$ cat config.mk
export PLATFORM = sky130hd
export DESIGN_NAME = fib_index_finder
export DESIGN_NICKNAME = d
export VERILOG_FILES = /design/src/rtl/fib_index_finder.sv
export SDC_FILE = /design/constraint.sdc
export NUM_CORES = 1
export LEC_CHECK = 0
export ABC_AREA = 0
export BUFFER_PORTS_ARGS = -buffer_cell sky130_fd_sc_hd__buf_4
export CORE_AREA = 4 4 74 76
export CTS_CLUSTER_DIAMETER = 30
export DETAILED_ROUTE_END_ITERATION = 16
export DIE_AREA = 0 0 78 80
export PLACE_DENSITY = 0.67
export SLEW_MARGIN = 10
export SYNTH_ARGS = -nofsm -noshare
export SYNTH_HDL_FRONTEND = slang
export SYNTH_SLANG_ARGS = --single-unit
$ cat constraint.sdc
create_clock -name clock -period 3.6 [get_ports clock]
set_input_delay 0 -clock clock [delete_from_list [all_inputs] [get_ports clock]]
set_output_delay 0 -clock clock [all_outputs]
set_load 0.01 [all_outputs]
$ cat src/rtl/fib_index_finder.sv
// Iterative inverse Fibonacci search: finds the smallest n with F(n) >= value.
// Optional result-term output enabled by defining FIB_VALUE_OUT_EN.
module fib_index_finder #(
    parameter int unsigned WIDTH = 8
) (
    input  logic             clock,
    input  logic             reset,
    input  logic             start,
    input  logic [WIDTH-1:0] value,
    output logic             busy,
    output logic             done,
    output logic [WIDTH-1:0] index,
    output logic             is_fib,
    output logic             overflow
`ifdef FIB_VALUE_OUT_EN
    ,
    output logic [WIDTH-1:0] fib_value
`endif
);

    typedef enum logic {StIdle, StSearch} state_t;

    state_t           state_q, state_d;
    logic [WIDTH:0]   a_q, a_d;
    logic [WIDTH:0]   b_q, b_d;
    logic [WIDTH-1:0] n_q, n_d;
    logic [WIDTH-1:0] xr_q, xr_d;
    logic [WIDTH-1:0] index_q, index_d;
    logic             is_fib_q, is_fib_d;
    logic             overflow_q, overflow_d;
    logic             done_q, done_d;
`ifdef FIB_VALUE_OUT_EN
    logic [WIDTH-1:0] fib_value_q, fib_value_d;
`endif

    logic found;
    assign found = (a_q >= {1'b0, xr_q});

    always_ff @(posedge clock) begin
        if (reset) begin
            state_q     <= StIdle;
            a_q         <= '0;
            b_q         <= '0;
            n_q         <= '0;
            xr_q        <= '0;
            index_q     <= '0;
            is_fib_q    <= 1'b0;
            overflow_q  <= 1'b0;
            done_q      <= 1'b0;
`ifdef FIB_VALUE_OUT_EN
            fib_value_q <= '0;
`endif
        end else begin
            state_q     <= state_d;
            a_q         <= a_d;
            b_q         <= b_d;
            n_q         <= n_d;
            xr_q        <= xr_d;
            index_q     <= index_d;
            is_fib_q    <= is_fib_d;
            overflow_q  <= overflow_d;
            done_q      <= done_d;
`ifdef FIB_VALUE_OUT_EN
            fib_value_q <= fib_value_d;
`endif
        end
    end

    always_comb begin
        state_d     = state_q;
        a_d         = a_q;
        b_d         = b_q;
        n_d         = n_q;
        xr_d        = xr_q;
        index_d     = index_q;
        is_fib_d    = is_fib_q;
        overflow_d  = overflow_q;
        done_d      = 1'b0;
`ifdef FIB_VALUE_OUT_EN
        fib_value_d = fib_value_q;
`endif
        unique case (state_q)
            StIdle: begin
                if (start) begin
                    xr_d    = value;
                    a_d     = '0;
                    b_d     = {{WIDTH{1'b0}}, 1'b1};
                    n_d     = '0;
                    state_d = StSearch;
                end
            end
            StSearch: begin
                if (found) begin
                    index_d     = n_q;
                    is_fib_d    = (a_q == {1'b0, xr_q});
                    overflow_d  = a_q[WIDTH];
                    done_d      = 1'b1;
`ifdef FIB_VALUE_OUT_EN
                    fib_value_d = a_q[WIDTH] ? '0 : a_q[WIDTH-1:0];
`endif
                    state_d     = StIdle;
                end else begin
                    // b may wrap here, but only after a has crossed the range and ended the search
                    a_d = b_q;
                    b_d = a_q + b_q;
                    n_d = n_q + {{(WIDTH-1){1'b0}}, 1'b1};
                end
            end
            default: state_d = StIdle;
        endcase
    end

    assign busy     = (state_q == StSearch);
    assign done     = done_q;
    assign index    = index_q;
    assign is_fib   = is_fib_q;
    assign overflow = overflow_q;
`ifdef FIB_VALUE_OUT_EN
    assign fib_value = fib_value_q;
`endif

endmodule

==> flow_summary_export.csv, run 1 <==
group,metric,value,unit
finish,n_fill_cell,451,
clock_network,clkSinkCount,46,
timing,tightest_slew,957,ps
finish,seq_area,921,µm²
place,hpwl,3.22,mm
routing,vias_per_cell,5.38,
finish,drive_above_1_share,0.141,
clock_network,worstSkewPairLatency,300,ps
timing,hold_viol,0,
logic_synthesis,synth-edff-count,0,
worst_setup_path,r2r_end,"b_q[8]$_SDFFE_PP0P_",
routing,vias,1959,
logic_synthesis,synth.ff_latch_count,46,
routing,ant_nets,0,
place,preCtsSetupSlack,1000,ps
logic_synthesis,synth-async-reset-ratio,0,
die,pin_count,23,
global_routing,grt_overflow,0,
clock_network,cts_tree,"built",
die,dieArea,6240,µm²
worst_setup_path,critPathLaunchType,"flop",
clock_network,cts_root_buf,"clkbuf_8",
routing,drcViolationCount,0,
worst_setup_path,critPathSlowestCell,"o211ai_2",
die,coreArea,4720,µm²
routing,wire_per_inst,13.6,µm
worst_setup_path,r2r_cells,7,
global_routing,antenna_found_initial,0,
worst_setup_path,path_cells,"inv_1 > ha_1 > and4b_4 > a221oi_4 > o211ai_2 > nor4_2 > mux2_1",
pwr,p_leak,0.00102,µW
timing,timing.final.ws_setup,973,ps
hold_path,hold_depth,2,
finish,nNetsFinal,326,
clock_network,cts_resized,0,
clock_network,postCtsSetupBuffers,0,
worst_setup_path,critPathBufInv,1,
logic_synthesis,ys.flop_type,"dfxtp_1",
routing,routed_wl,4.94,mm
clock_network,ctsHoldBuffers,9,
global_routing,grt_max_degree,52,
worst_setup_path,critPathLaunch,"xr_q[7]$_SDFFE_PP0P_",
timing,max_freq,0.381,GHz
timing,slew_violations,0,
worst_setup_path,worstSetupPathType,"flop to flop",
timing,setup_viol,0,
logic_synthesis,yosysWarnings,0,
pwr,finalPower,968,µW
global_routing,grt_pass1_wl,8.85,mm
logic_synthesis,netlist_area,2320,µm²
die,row_count,25,
place,gp_congestion,0.788,
logic_synthesis,seq_area_frac_synth,0.397,
logic_synthesis,syn_nets,302,
place,port_buffers,22,
timing,skew,6.39,ps
logic_synthesis,syn_inst,273,
routing,drt_pass1_iterations,4,
logic_synthesis,avgSynthCellArea,8.49,µm²
die,initial_core_util,0.491,
hold_path,hp-class,"primary input to flop",
finish,multi_input_area,1250,µm²
worst_setup_path,cpLargestDelayFamily,"compound AO/OA/AOI/OAI gates",
die,die_h,80,µm
hold_path,min-delay-start,"reset",
timing,finalCriticalPeriod,2630,ps
pwr,pwr_density_cell,364,nW/µm²
timing,period_share,0.730,
finish,antenna_cells,0,
worst_setup_path,endpoint_kind,"flop",
routing,drt_iter0_drc,115,
job,cap_violations,0,
timing,fin_tns_setup,0,ps
worst_setup_path,r2r_slack,970,ps
worst_setup_path,critical_path_required,3790,ps
global_routing,grt_pass1_vias,1937,
run_status,status,"complete, no violations",
timing,rsz0062_at_grt,"no",
worst_setup_path,cpPeakStageDelay,480,ps
die,die_w,78,µm
clock_network,cts_made_buffers,5,
finish,area_growth,14.9,%
timing,max_slew_margin,0.360,
hold_path,whs_endpoint,"b_q[1]$_SDFFE_PP0P_",
clock_network,clkTransAtPathRegs,80,ps
pwr,vdd_drop_max,0.258,mV
worst_setup_path,critPathArrivalTime,2820,ps
clock_network,cts_max_level,2,
logic_synthesis,yosys.cell_types.count,46,
global_routing,grt_use_total,0.178,
worst_setup_path,cp_max_fo,22,
clock_network,cts_max_path_buffers,2,
worst_setup_path,rr_startpoint,"xr_q[7]$_SDFFE_PP0P_",
## per-layer routing
layer  wire (µm)  global-route usage  vias to the layer above
met5           0                   0                        -
met3         136              0.0305                        8
met2        2190               0.291                       27
met4          72              0.0647                        0
li1            -                   -                     1011
met1        2540               0.235                      913
## registers in the layout (all words and copies together) (netlist names)
signal and flops:
b_q 9, n_q 8, busy 1, xr_q 8, is_fib 1, index 8
overflow 1, done 1, a_q 9
## area by class of cell
class,instances,area share
clock inverter,2,0.00376
clock buffer,5,0.0258
sequential,46,0.346
tap,67,0.0315
timing repair buffer,34,0.104
inverter,13,0.0183
multi-input combinational,197,0.470
## metrics by stage
step	instances	area, µm²	hold slack [ps]	util
6_report	364	2660	153	0.564
3_3_place_gp	348	2490	250	0.528
2_1_floorplan	273	2320	136	-
3_5_place_dp	348	2490	254	0.528
4_1_cts	364	2660	146	0.564
5_1_grt	364	2660	167	0.564
## cells in the mapped netlist, types with 2 or more instances
library cell  number  area [µm²]
xnor2_1            3        26.3
o21ai_0            5        25.0
nor2_1            14        52.6
inv_1             13        48.8
nand4_1            4        25.0
clkbuf_1          11        41.3
a211oi_1           3        22.5
a21o_1             4        30.0
nand2_1           39         146
buf_4              2        15.0
nor3_1             5        25.0
nand3_1           25         125
ha_1              17         213
o311ai_0           2        17.5
buf_6              3        33.8
a21oi_1           36         180
a31oi_1            3        18.8
dfxtp_1           46         921
nor2b_1            3        18.8
nand4b_1           4        35.0
o21a_1             2        15.0
o31ai_1            3        22.5
or2_2              2        12.5
or3_1              2        12.5
## power by group
part	internal (µW)	switching, µW
sequential	522	9.52
combinational	49.3	87.7
clock	131	169
## layout by cell type (no fill, tap or decap), types with 2 or more instances in the layout
cell type / count
clkinv_2: 2
or3_1: 2
or2_2: 2
o21a_1: 2
nand2_1: 39
clkbuf_8: 5
nor2_1: 14
inv_1: 13
nor2b_1: 3
a31oi_1: 3
o21ai_0: 5
xnor2_1: 3
nand3_1: 25
nand4b_1: 4
dlygate4sd3_1: 9
nor3_1: 5
a21oi_1: 36
nand4_1: 4
dfxtp_1: 46
a211oi_1: 3
o31ai_1: 3
o311ai_0: 2
buf_4: 25
ha_1: 17
a21o_1: 4
## cell families after synthesis
| family | count (synthesis) | synth area share |
|---|---|---|
| AOI/OAI and AO/OA | 66 | 0.187 |
| xor gates and xnor gates | 3 | 0.0113 |
| adders and majority gates | 18 | 0.100 |
| buffers and inverters | 30 | 0.0621 |
| DFF | 46 | 0.397 |
| muxes | 3 | 0.0140 |
| and+or+nand+nor | 107 | 0.228 |
## worst max path at each step
stage | endpoint | slack (ps) | cells after the start
CTS | b_q[8]$_SDFFE_PP0P_ | 960 | 7
global route | b_q[8]$_SDFFE_PP0P_ | 780 | 7
global placement | b_q[8]$_SDFFE_PP0P_ | 1050 | 7
finish | b_q[8]$_SDFFE_PP0P_ | 970 | 7
detailed placement | b_q[8]$_SDFFE_PP0P_ | 1000 | 7
floorplan | b_q[8]$_SDFFE_PP0P_ | 1490 | 7
Note: power is estimated with default switching activity, not from simulation.
==> run 2: changes to the inputs <==
Settings changed: PLACE_DENSITY 0.67 to 0.69.
Clock period 3.6 ns to 2.22 ns, I/O delays scaled along.
==> run 2 against run 1 <==
  * Via count rose by 2.0%
  * Sequential share of layout area fell by 2.4 points
  * Clock power rose by 76%
  * Core utilization rose by 5.1 points
  * Register-to-register slack got worse by 900 ps
  * Total power rose by 72%
  * Count of clock-buffer cells in the layout rose by 2
  * Die area did not move
  * Critical path type unchanged
  * Critical endpoint is now a_q[1]$_SDFFE_PP0P_
  * Largest power group unchanged
==> flow_summary_export.csv, run 2 (same netlist as run 1, synthesis figures left out) <==
group,metric,value,unit
run_status,status,"complete, no violations",
finish,antenna_cells,0,
job,cap_violations,0,
worst_setup_path,cpPeakStageDelay,340,ps
worst_setup_path,critical_path_required,2450,ps
routing,ant_nets,0,
die,pin_count,23,
finish,nNetsFinal,342,
global_routing,grt_pass1_wl,8.36,mm
die,coreArea,4720,µm²
die,die_w,78,µm
worst_setup_path,path_depth,10,
routing,vias,1998,
worst_setup_path,r2r_end,"a_q[1]$_SDFFE_PP0P_",
place,gp_congestion,0.817,
routing,drt_pass1_iterations,4,
timing,max_slew_margin,0.604,
worst_setup_path,endpoint_kind,"flop",
timing,max_freq,0.466,GHz
timing,rsz0062_at_grt,"yes",
pwr,vdd_drop_max,0.429,mV
timing,period_share,0.967,
clock_network,clkTransAtPathRegs,80,ps
worst_setup_path,cp_max_fo,7,
clock_network,cts_tree,"built",
clock_network,clkSinkCount,46,
clock_network,cts_max_level,2,
die,row_count,25,
global_routing,grt_pass1_vias,1852,
clock_network,worstSkewPairLatency,300,ps
die,die_h,80,µm
worst_setup_path,crit_end,"a_q[1]$_SDFFE_PP0P_",
hold_path,hp-class,"primary input to flop",
global_routing,grt_overflow,0,
timing,hold_viol,0,
routing,wire_per_inst,13.6,µm
finish,top_regs,"a_q: 9 flops, b_q: 9 flops",
pwr,pwr_density_cell,575,nW/µm²
worst_setup_path,r2r_cells,10,
timing,finalCriticalPeriod,2150,ps
worst_setup_path,path_cells,"inv_1 > ha_1 > and4b_4 > a221oi_4 > buf_6 > buf_4 > o211a_2 > buf_4 > nand2_1 > a21oi_1",
finish,finish.utilization,0.614,
worst_setup_path,worstSetupPathType,"flop to flop",
worst_setup_path,critPathBufInv,4,
place,dpl_cell_area,2560,µm²
worst_setup_path,critPathArrivalTime,2380,ps
clock_network,cts_root_buf,"clkbuf_8",
timing,slew_violations,0,
timing,fin_tns_setup,0,ps
worst_setup_path,rr_startpoint,"xr_q[5]$_SDFFE_PP0P_",
finish,layout_common_cells,"38 x nand2_1, 38 x buf_4, 36 x a21oi_1, 36 x dfxtp_1, 24 x nand3_1",
worst_setup_path,cpLargestDelayFamily,"compound AO/OA/AOI/OAI gates",
worst_setup_path,critPathSlowestCell,"a221oi_4",
place,port_buffers,22,
timing,skew,6.41,ps
worst_setup_path,crit_top_cell,"buf_4",
routing,vias_per_cell,5.24,
routing,drt_iter0_drc,121,
die,dieArea,6240,µm²
timing,setup_viol,0,
pwr,finalPower,1670,µW
global_routing,grt_use_total,0.166,
worst_setup_path,critPathLaunchType,"flop",
worst_setup_path,r2r_slack,70,ps
clock_network,cts_max_path_buffers,2,
finish,drive_above_1_share,0.252,
timing,tightest_slew,592,ps
finish,area_growth,25.2,%
die,initial_core_util,0.491,
finish,n_fill_cell,414,
pwr,p_leak,0.00112,µW
global_routing,grt_max_degree,52,
global_routing,antenna_found_initial,0,
clock_network,cts_made_buffers,5,
worst_setup_path,critPathLaunch,"xr_q[5]$_SDFFE_PP0P_",
place,hpwl,3.33,mm
finish,fin_area,2900,µm²
routing,drcViolationCount,0,
routing,routed_wl,5.19,mm
==> run 2: cell types whose count changed in the layout (fill, tap and decap cells not counted), sizes merged <==
cell    delta
buf       +15
clkinv     -1
clkbuf     +2
o211a      +1
==> run 2: worst register-to-register path: cells and delay by family, from the launching register on <==
| kind | cells | cell delay (ps) |
|---|---|---|
| AO/OA/AOI/OAI | 3 | 720 |
| buffers and inverters | 4 | 490 |
| flip-flops | 1 | 330 |
| adder cells (fa/ha/maj) | 1 | 270 |
| AND/OR/NAND/NOR | 2 | 270 |
==> run 2: area by class of cell <==
| type | count | area, µm² | share of cell area |
|---|---|---|---|
| multi-input combinational | 198 | 1350 | 0.464 |
| sequential | 46 | 933 | 0.322 |
| timing repair buffer | 49 | 398 | 0.137 |
| clock buffer | 7 | 86.3 | 0.0298 |
| tap | 67 | 83.8 | 0.0289 |
| inverter | 13 | 48.8 | 0.0168 |
| clock inverter | 1 | 5.00 | 0.00172 |
==> run 2: timing repair <==
| item | in CTS | in global routing |
|---|---|---|
| cloned | 0 | 1 |
| hold buffers | 9 | 0 |
| setup buffers | 1 | 5 |
| gates resized for setup | 0 | 26 |
| setup endpoints to repair | 1 | 20 |
| hold endpoints to repair | 9 | 0 |
| pin swaps | 0 | 5 |
==> run 2: routing by layer <==
metal  GRT usage  vias up  part of all wire
met4      0.0524        0             0.011
met5           0        -                 0
met2       0.271       39              0.46
li1            -     1048                 -
met3      0.0339        6             0.038
met1       0.221      905              0.49
==> run 2: worst min path at each step <==
stage	slack, ps	cells after the start	from	end
4_1_cts	150	2	reset	n_q[6]$_SDFFE_PP0P_
3_5_place_dp	250	3	value[2]	xr_q[2]$_SDFFE_PP0P_
2_1_floorplan	140	2	value[1]	xr_q[1]$_SDFFE_PP0P_
5_1_grt	170	2	reset	done$_SDFF_PP0_
3_3_place_gp	250	3	value[7]	xr_q[7]$_SDFFE_PP0P_
6_report	160	2	reset	n_q[6]$_SDFFE_PP0P_
==> run 2: power breakdown <==
| part | total [µW] | switching [µW] | internal [µW] |
|---|---|---|---|
| logic | 273 | 155 | 118 |
| registers | 870 | 21.7 | 849 |
| clock network | 525 | 274 | 251 |
==> run 2: per-stage QoR <==
| step | hold WS, ps | setup WS [ps] | instances |
|---|---|---|---|
| final | 157 | 73.0 | 381 |
| after global routing | 171 | -15.9 | 381 |
| after CTS | 153 | 1.25 | 375 |
| after detailed placement | 255 | 2.43 | 357 |
| after global placement | 252 | 55.5 | 357 |
| after floorplan | 136 | 114 | 273 |
==> run 3: changes to the inputs <==
Settings changed: REMOVE_ABC_BUFFERS set to 1.
==> run 3 against run 2 <==
  * Clock power increased by 2%
  * Core utilization shrank 0.64 points
  * Fmax grew 1.7%
  * Sequential share of layout area grew 0.12 points
  * Combinational power rose by 4%
  * Register-to-register slack gained 40 ps
  * Cell area shrank 1.0%
  * Total power grew 1.2%
  * Flip-flop and latch count did not move
  * Largest cell class unchanged
  * Largest power group unchanged
  * Highest routed layer unchanged
==> flow_summary_export.csv, run 3 (same netlist as run 1, synthesis figures left out) <==
group,metric,value,unit
routing,drcViolationCount,0,
job,cap_violations,0,
worst_setup_path,cp_max_fo,8,
worst_setup_path,critical_path_required,2450,ps
clock_network,cts_tree,"built",
worst_setup_path,endpoint_kind,"flop",
timing,max_freq,0.474,GHz
routing,wire_per_inst,13.3,µm
timing,period_share,0.951,
hold_path,whs_endpoint,"a_q[8]$_SDFFE_PP0P_",
finish,top_regs,"a_q: 9 flops, b_q: 9 flops",
die,die_w,78,µm
finish,fin_cells,383,
place,dpl_cell_area,2580,µm²
clock_network,worstSkewPairLatency,300,ps
worst_setup_path,r2r_cells,7,
worst_setup_path,cpPeakStageDelay,420,ps
worst_setup_path,r2r_end,"b_q[4]$_SDFFE_PP0P_",
timing,hold_viol,0,
worst_setup_path,cpLargestDelayFamily,"compound AO/OA/AOI/OAI gates",
clock_network,cts_max_level,2,
global_routing,grt_pass1_vias,1875,
global_routing,grt_use_total,0.172,
finish,area_growth,23.9,%
worst_setup_path,critPathLaunchType,"flop",
finish,nNetsFinal,344,
place,gp_congestion,0.801,
hold_path,min-delay-start,"reset",
routing,vias,2025,
timing,skew,8.42,ps
die,coreArea,4720,µm²
worst_setup_path,r2r_slack,110,ps
clock_network,cts_made_buffers,5,
finish,n_fill_cell,446,
finish,antenna_cells,0,
routing,drt_pass1_iterations,4,
worst_setup_path,rr_startpoint,"a_q[6]$_SDFFE_PP0P_",
die,initial_core_util,0.491,
global_routing,grt_pass1_wl,8.50,mm
global_routing,grt_overflow,0,
place,dp_cells,359,
clock_network,clkTransAtPathRegs,90,ps
place,hpwl,3.55,mm
routing,routed_wl,5.10,mm
die,row_count,25,
worst_setup_path,worstSetupPathType,"flop to flop",
hold_path,hold_depth,2,
clock_network,cts_root_buf,"clkbuf_8",
timing,slew_violations,0,
routing,ant_nets,0,
timing,max_slew_margin,0.665,
clock_network,clkSinkCount,46,
hold_path,hp-class,"primary input to flop",
die,dieArea,6240,µm²
worst_setup_path,critPathBufInv,1,
die,pin_count,23,
finish,layout_common_cells,"43 x buf_4, 41 x dfxtp_1, 39 x nand2_1",
clock_network,cts_max_path_buffers,2,
worst_setup_path,critPathArrivalTime,2340,ps
worst_setup_path,path_cells,"ha_4 > a21o_1 > a221oi_4 > o211ai_2 > buf_4 > or3_1 > a21oi_1",
routing,drt_iter0_drc,80,
global_routing,grt_max_degree,52,
pwr,vdd_drop_max,0.352,mV
die,die_h,80,µm
routing,vias_per_cell,5.29,
pwr,p_leak,0.00112,µW
finish,fin_area,2870,µm²
timing,tightest_slew,503,ps
finish,final_common_cell,"buf_4",
place,port_buffers,22,
finish,drive_above_1_share,0.231,
pwr,pwr_density_cell,588,nW/µm²
global_routing,antenna_found_initial,0,
run_status,status,"complete, no violations",
timing,finalCriticalPeriod,2110,ps
worst_setup_path,critPathSlowestCell,"dfxtp_1",
timing,setup_viol,0,
[run 3: worst register-to-register path, cell delays in order (launching register included)]
cell and delay, ps:
dfxtp_1 420, ha_4 240, a21o_1 210, a221oi_4 290, o211ai_2 180, buf_4 210
or3_1 360, a21oi_1 130
[run 3: layout make-up]
cell class	instances	area [µm²]	share of cell area
Inverter	13	48.8	0.0170
Clock inverter	2	12.5	0.00436
Tap cell	67	83.8	0.0292
Sequential cell	46	927	0.323
Timing Repair Buffer	52	413	0.144
Clock buffer	6	82.6	0.0288
Multi-Input combinational cell	197	1300	0.454
[run 3: repair_timing]
action | 4_1_cts | 5_1_grt
endpoints found under the setup margin | 1 | 18
buffers inserted | 1 | 6
gates resized for setup | 2 | 12
hold endpoints to repair | 9 | 0
hold buffers | 9 | 0
pin swaps | 0 | 5
[run 3: how the worst max path moves through the flow]
stage	cells after the start	startpoint	slack, ps	end
3_3_place_gp	9	a_q[0]$_SDFFE_PP0P_	60	b_q[8]$_SDFFE_PP0P_
3_5_place_dp	9	a_q[0]$_SDFFE_PP0P_	7	b_q[8]$_SDFFE_PP0P_
2_1_floorplan	7	xr_q[7]$_SDFFE_PP0P_	-140	b_q[8]$_SDFFE_PP0P_
4_1_cts	9	b_q[0]$_SDFFE_PP0P_	0.2	b_q[8]$_SDFFE_PP0P_
5_1_grt	6	a_q[6]$_SDFFE_PP0P_	-8	b_q[8]$_SDFFE_PP0P_
6_report	7	a_q[6]$_SDFFE_PP0P_	110	b_q[4]$_SDFFE_PP0P_
[run 3: power breakdown]
part | internal, µW | switching [µW]
Combinational | 131 | 153
Clock | 251 | 286
Sequential | 848 | 19.1
[run 3: metal layers]
metal,track usage,wire (µm),part of all wire
met3,0.0440,164,0.032
met1,0.219,2400,0.47
met4,0.0577,72,0.014
met5,0,0,0
met2,0.284,2470,0.48
[run 3: through the flow]
step | TNS [ps] | utilization | hold slack [ps] | total power (µW) | setup slack (ps)
floorplan | -136 | - | 69.1 | 1010 | -136
global placement | 0 | 0.545 | 249 | 1120 | 61.5
detailed placement | 0 | 0.545 | 260 | 1120 | 6.55
CTS | 0 | 0.587 | 146 | 1670 | 0.188
global route | -14.0 | 0.608 | 164 | 1790 | -8.14
finish | 0 | 0.608 | 147 | 1690 | 109
